[src/rtl/uart_rx.sv]
// -----------------------------------------------------------------------------
// uart_rx
//
// 8N1 UART receiver. The rx pin is optionally inverted and then passed
// through a 2-flop synchroniser. Each bit is sampled in the middle of its
// cell. Received bytes go into a one-deep holding register that is read
// with a full/re handshake. Framing errors and overruns are flagged.
//
// Parameters
//   CLKS_PER_BIT  clock cycles per serial bit (must be >= 4)
//   INVERT        1 = rx pin is logically inverted (idle line reads 0 on the pin)
//
// Ports
//   clk        in   system clock
//   rst_n      in   asynchronous active-low reset
//   rx         in   serial input, asynchronous to clk
//   re         in   read strobe, consumes the held byte
//   dout       out  received byte, valid while full = 1
//   full       out  holding register contains an unread byte
//   frame_err  out  last frame had a zero stop bit (sticky until next good frame)
//   overrun    out  a byte completed while full = 1 (sticky until re)
//
// Build option
//   UART_RX_MAJORITY_EN  when defined, every sample point takes a 2-of-3
//                        majority over the last three synchronised values.
// -----------------------------------------------------------------------------
module uart_rx #(
  parameter int unsigned CLKS_PER_BIT = 1000,
  parameter bit          INVERT       = 1'b0
) (
  input  logic       clk,
  input  logic       rst_n,
  input  logic       rx,
  input  logic       re,
  output logic [7:0] dout,
  output logic       full,
  output logic       frame_err,
  output logic       overrun
);

  localparam logic [15:0] HALF_M1 = 16'(CLKS_PER_BIT / 2 - 1);
  localparam logic [15:0] FULL_M1 = 16'(CLKS_PER_BIT - 1);

  localparam logic [2:0] ST_IDLE  = 3'd0;
  localparam logic [2:0] ST_START = 3'd1;
  localparam logic [2:0] ST_DATA  = 3'd2;
  localparam logic [2:0] ST_STOP  = 3'd3;

  logic        sync1_q;
  logic        sync2_q;
  logic        rxIn;
  logic        rxS;
  logic        sampleBit;

  logic [2:0]  state_q,    state_d;
  logic [15:0] count_q,    count_d;
  logic [2:0]  index_q,    index_d;
  logic [7:0]  shift_q,    shift_d;
  logic [7:0]  dout_q,     dout_d;
  logic        full_q,     full_d;
  logic        frameErr_q, frameErr_d;
  logic        overrun_q,  overrun_d;

  logic        stopSample;
  logic        goodFrame;
  logic        badFrame;
  logic        deliver;

  assign rxIn = rx ^ INVERT;
  assign rxS  = sync2_q;

  // Synchroniser resets to 1 so the line reads idle straight out of reset.
  always_ff @(posedge clk or negedge rst_n) begin
    if (!rst_n) begin
      sync1_q <= 1'b1;
      sync2_q <= 1'b1;
    end else begin
      sync1_q <= rxIn;
      sync2_q <= sync1_q;
    end
  end

`ifdef UART_RX_MAJORITY_EN
  logic [1:0] hist_q;

  // Two previous synchronised values; together with the current one they
  // form the 3-sample window for the majority vote.
  always_ff @(posedge clk or negedge rst_n) begin
    if (!rst_n) begin
      hist_q <= 2'b11;
    end else begin
      hist_q <= {hist_q[0], rxS};
    end
  end

  assign sampleBit = (rxS & hist_q[0]) | (rxS & hist_q[1]) | (hist_q[0] & hist_q[1]);
`else
  assign sampleBit = rxS;
`endif

  // Frame sequencer. The count runs from 0 in each state; START samples at
  // the half-bit point, so every later sample lands mid-cell.
  always_comb begin
    state_d    = state_q;
    count_d    = count_q;
    index_d    = index_q;
    shift_d    = shift_q;
    stopSample = 1'b0;
    case (state_q)
      ST_IDLE: begin
        count_d = 16'd0;
        index_d = 3'd0;
        if (!rxS) begin
          state_d = ST_START;
        end
      end
      ST_START: begin
        if (count_q == HALF_M1) begin
          count_d = 16'd0;
          // A high sample here means the falling edge was a glitch.
          state_d = sampleBit ? ST_IDLE : ST_DATA;
        end else begin
          count_d = count_q + 16'd1;
        end
      end
      ST_DATA: begin
        if (count_q == FULL_M1) begin
          count_d = 16'd0;
          shift_d = {sampleBit, shift_q[7:1]};
          index_d = index_q + 3'd1;
          if (index_q == 3'd7) begin
            state_d = ST_STOP;
          end
        end else begin
          count_d = count_q + 16'd1;
        end
      end
      ST_STOP: begin
        // Re-arm at mid-stop-bit so back-to-back frames are not missed.
        if (count_q == FULL_M1) begin
          count_d    = 16'd0;
          stopSample = 1'b1;
          state_d    = ST_IDLE;
        end else begin
          count_d = count_q + 16'd1;
        end
      end
      default: begin
        state_d = ST_IDLE;
        count_d = 16'd0;
        index_d = 3'd0;
      end
    endcase
  end

  assign goodFrame = stopSample & sampleBit;
  assign badFrame  = stopSample & ~sampleBit;
  // A read in the same cycle frees the holding register for the new byte.
  assign deliver   = goodFrame & (~full_q | re);

  // Holding register and status flags. A bad frame only touches frame_err;
  // the byte it carried is discarded.
  always_comb begin
    dout_d     = dout_q;
    full_d     = full_q;
    frameErr_d = frameErr_q;
    overrun_d  = overrun_q;
    if (goodFrame) begin
      frameErr_d = 1'b0;
    end
    if (badFrame) begin
      frameErr_d = 1'b1;
    end
    if (deliver) begin
      dout_d = shift_q;
      full_d = 1'b1;
    end else if (goodFrame) begin
      overrun_d = 1'b1;
    end else if (re && full_q) begin
      full_d    = 1'b0;
      overrun_d = 1'b0;
    end
  end

  always_ff @(posedge clk or negedge rst_n) begin
    if (!rst_n) begin
      state_q    <= ST_IDLE;
      count_q    <= 16'd0;
      index_q    <= 3'd0;
      shift_q    <= 8'h00;
      dout_q     <= 8'h00;
      full_q     <= 1'b0;
      frameErr_q <= 1'b0;
      overrun_q  <= 1'b0;
    end else begin
      state_q    <= state_d;
      count_q    <= count_d;
      index_q    <= index_d;
      shift_q    <= shift_d;
      dout_q     <= dout_d;
      full_q     <= full_d;
      frameErr_q <= frameErr_d;
      overrun_q  <= overrun_d;
    end
  end

  assign dout      = dout_q;
  assign full      = full_q;
  assign frame_err = frameErr_q;
  assign overrun   = overrun_q;

endmodule
[config.mk]
export PLATFORM = sky130hd
export DESIGN_NAME = uart_rx
export DESIGN_NICKNAME = d
export VERILOG_FILES = /design/src/rtl/uart_rx.sv
export SDC_FILE = /design/constraint.sdc
export NUM_CORES = 1
export LEC_CHECK = 0
export CAP_MARGIN = 20
export CELL_PAD_IN_SITES_DETAIL_PLACEMENT = 0
export CELL_PAD_IN_SITES_GLOBAL_PLACEMENT = 1
export CORE_MARGIN = 4
export CORE_UTILIZATION = 50
export CTS_BUF_LIST = sky130_fd_sc_hd__clkbuf_16
export DETAILED_ROUTE_END_ITERATION = 8
export PLACE_DENSITY_LB_ADDON = 0.3
export SLEW_MARGIN = 20
export SYNTH_ARGS = -nofsm -noshare
export SYNTH_HDL_FRONTEND = slang
export SYNTH_SLANG_ARGS = --single-unit
export TNS_END_PERCENT = 30
[constraint.sdc]
create_clock -name clk -period 5.1 [get_ports clk]
set_input_delay 0.51 -clock clk [delete_from_list [all_inputs] [get_ports clk]]
set_output_delay 0.51 -clock clk [all_outputs]
set_load 0.01 [all_outputs]
==> results_dict.tcl <==
set metrics [dict create \
    finalSetupViolCount 0 \
    fin_util_pct 61.06 \
    wirelength_mm 3.299 \
    setup.worst_path.start "count_q[0]" \
    fin_nets 186 \
    cp_cell_sequence "ha_1 -> or4b_4 -> or4_1 -> a22oi_4 -> nor2_1" \
    synth-main-ff-cell "dfrtp_1" \
    tns_ns 0 \
    hpwl_mm 2.290 \
    synth_common_cells "40 x dfrtp_1, 16 x mux2_2, 14 x nand3_1, 13 x xnor2_1, 12 x nor2_1" \
    cpMaxStageDelayCell "or4_1" \
    grt_max_degree 43 \
    min_path_type "input port to async pin" \
    die_w_um 69.96 \
    cts_hold_buf 0 \
    cts.sinks 42 \
    clkTransAtPathRegs_ns 0.06 \
    finalMaxSlewViolations 0 \
    seq_power_share_pct 48.6 \
    maxCapViolCount 0 \
    portBuffers 14 \
    ff2ff_path_depth 5 \
    p_leak_uw 0.001027 \
    startpoint_type "register" \
    rows 22 \
    wl_per_cell_um 14.47 \
    seq_area_frac_synth_pct 54.89 \
    synth_fp_nets 169 \
    clk_latency_ns 0.28 \
    grt-ovfl-total 0 \
    syn-cell-area_um2 1919 \
    cp-end-kind "register" \
    internal_power_uw 563.7 \
    cts_resized 0 \
    r2r-end "count_q[5]" \
    final_area_um2 2252 \
    clock_skew_ns 0.006565 \
    reg2reg_slack_ns 2.51 \
    ys_warn_count 0 \
    gp_congestion 0.7634 \
    chipHeight_um 69.96 \
    clockPowerShare_pct 50.2 \
    required_ns 5.24 \
    postPlaceCellArea_um2 2090 \
    first_global_vias 1304 \
    setup_slack_ns 2.514 \
    postSynthCellCount 162 \
    period_share_pct 50.71 \
    swShare_pct 18.35 \
    antenna_found_initial 0 \
    netlist.area_leader.share_pct 52.15 \
    die-area_um2 4894 \
    dr.pass1.iters 4 \
    tritoncts.num_buffers 5 \
    vias 1248 \
    rsz0062_at_grt "false" \
    critPathMaxFanout 16 \
    power_uw 690.3 \
    htreeDepth 2 \
    ys_ff_latch 42 \
    synth_area_leaders "dfrtp_1 52%, mux2_2 9.4%, xnor2_1 5.9%" \
    p_per_area_nw_per_um2 306.5 \
    layout_min_cycle_time_ns 2.586 \
    pre_cts_slack_ns 2.522 \
    grt_pass1_wl_mm 6.354 \
    drtIter0Drc 81 \
    switchingPower_uw 126.7 \
    cts-root-buf "clkbuf_16" \
    slowest_delay_ns 0.68 \
    postRouteAntennaNets 0 \
    finalHoldViolCount 0 \
    crit_arrival_ns 2.73 \
    critPathCapture "count_q[5]" \
    io_pins 15 \
    yosys.area.top_type "dfrtp_1" \
    core-area_um2 3689 \
    routed_via_density 5.474 \
    cts_tree "built" \
    synth_most_common_cell "dfrtp_1" \
    slew_headroom_pct 39.68 \
    r2r_start "count_q[0]" \
    grt_usage_pct 16.23 \
    synth_enable_flop_cells 0 \
    start_util_pct 52.04 \
    insertedDiodeCount 0 \
    fmax_mhz 386.6 \
    drive_gt1_share_pct 23.89 \
    synth_cell_types 36 \
    synth_area_per_cell_um2 11.85 \
    outcome "finished, final reports clean" \
    peakVddDrop_v 0.0002416 \
    worstMarginPinSlew_ns 0.9048 \
    post_cts_buffers 0 \
    clock_path_buffers 2 \
    pwr-share-comb_pct 1.2 \
    area_growth_pct 17.34 \
    remaining_drc_errors 0 \
    critical_path_class "register to register" \
    async_flop_share_pct 100.0 \
]
## final cells by class
cell class              count  area, um^2
fillers                   313        1436
flip-flops and latches     42        1054
multi-input cells         112       825.8
repair buffers             14       135.1
clock buffers               5       125.1
well taps                  48       60.06
clock inverters             3       37.54
inverters                   4       15.01
## kinds of logic (layout without fill, tap and decap cells)
logic type      Yosys count  after routing  share of synthesized area [%]
compound gates            9              9                          4.238
xor+xnor                 14             14                          6.389
fa+ha+maj                 3              3                          1.956
buf+inv                   8             26                          2.086
flops                    42             42                          54.89
mux                      16             16                          9.387
simple gates             70             70                          21.06
## per-stage QoR
step	hold WS [ns]	std cells
floorplan	0.2144	162
global placement	0.3460	220
detailed placement	0.3573	220
CTS	0.3655	228
global route	0.3678	228
finish	0.3577	228
## worst min-delay path by stage
stage / start / endpoint / slack [ns]
after floorplan: rst_n / count_q[0] / 0.21
after global placement: sync1_q / rxS / 0.35
after detailed placement: sync1_q / rxS / 0.36
after CTS: sync1_q / rxS / 0.37
after global routing: sync1_q / rxS / 0.37
final: rst_n / overrun / 0.36
## registers in the layout, summed over array words and instances (netlist names)
register	flops
state_q	2
count_q	16
rxS	1
sync1_q	1
dout	8
frame_err	1
full	1
shift_q	8
index_q	3
overrun	1
## layer usage
metal / track usage [%] / routed length (um)
met1: 22.19 / 1639
met2: 24.24 / 1501
met3: 5.180 / 118
met4: 5.745 / 40
met5: 0 / 0
## critical path, delay by kind of cell (launching register included)
kind | cells | cell delay, ns
AOI/OAI and AO/OA | 1 | 0.52
adders and majority gates | 1 | 0.22
DFF | 1 | 0.41
and+or+nand+nor | 3 | 1.28
## cells in the final DEF (no fill, tap or decap), types with 5 or more instances in the layout
| cell | Yosys | layout |
|---|---|---|
| xnor2_1 | 13 | 13 |
| dfrtp_1 | 40 | 40 |
| mux2_2 | 16 | 16 |
| clkbuf_16 | 0 | 5 |
| nor2_2 | 10 | 10 |
| nand3_1 | 14 | 14 |
| nor2_1 | 12 | 12 |
| nand2_1 | 8 | 8 |
| clkdlybuf4s50_1 | 0 | 13 |
| inv_1 | 4 | 6 |
| nor3_1 | 6 | 6 |
## power groups by stage
stage	combinational (uW)	sequential, uW	clock, uW
floorplan	0.157	341	0
global placement	8.42	341	0
global route	9.88	335	373
finish	8.16	336	347
CTS	8.85	336	355
detailed placement	8.76	342	0
Note: power is estimated with default switching activity, not from simulation.
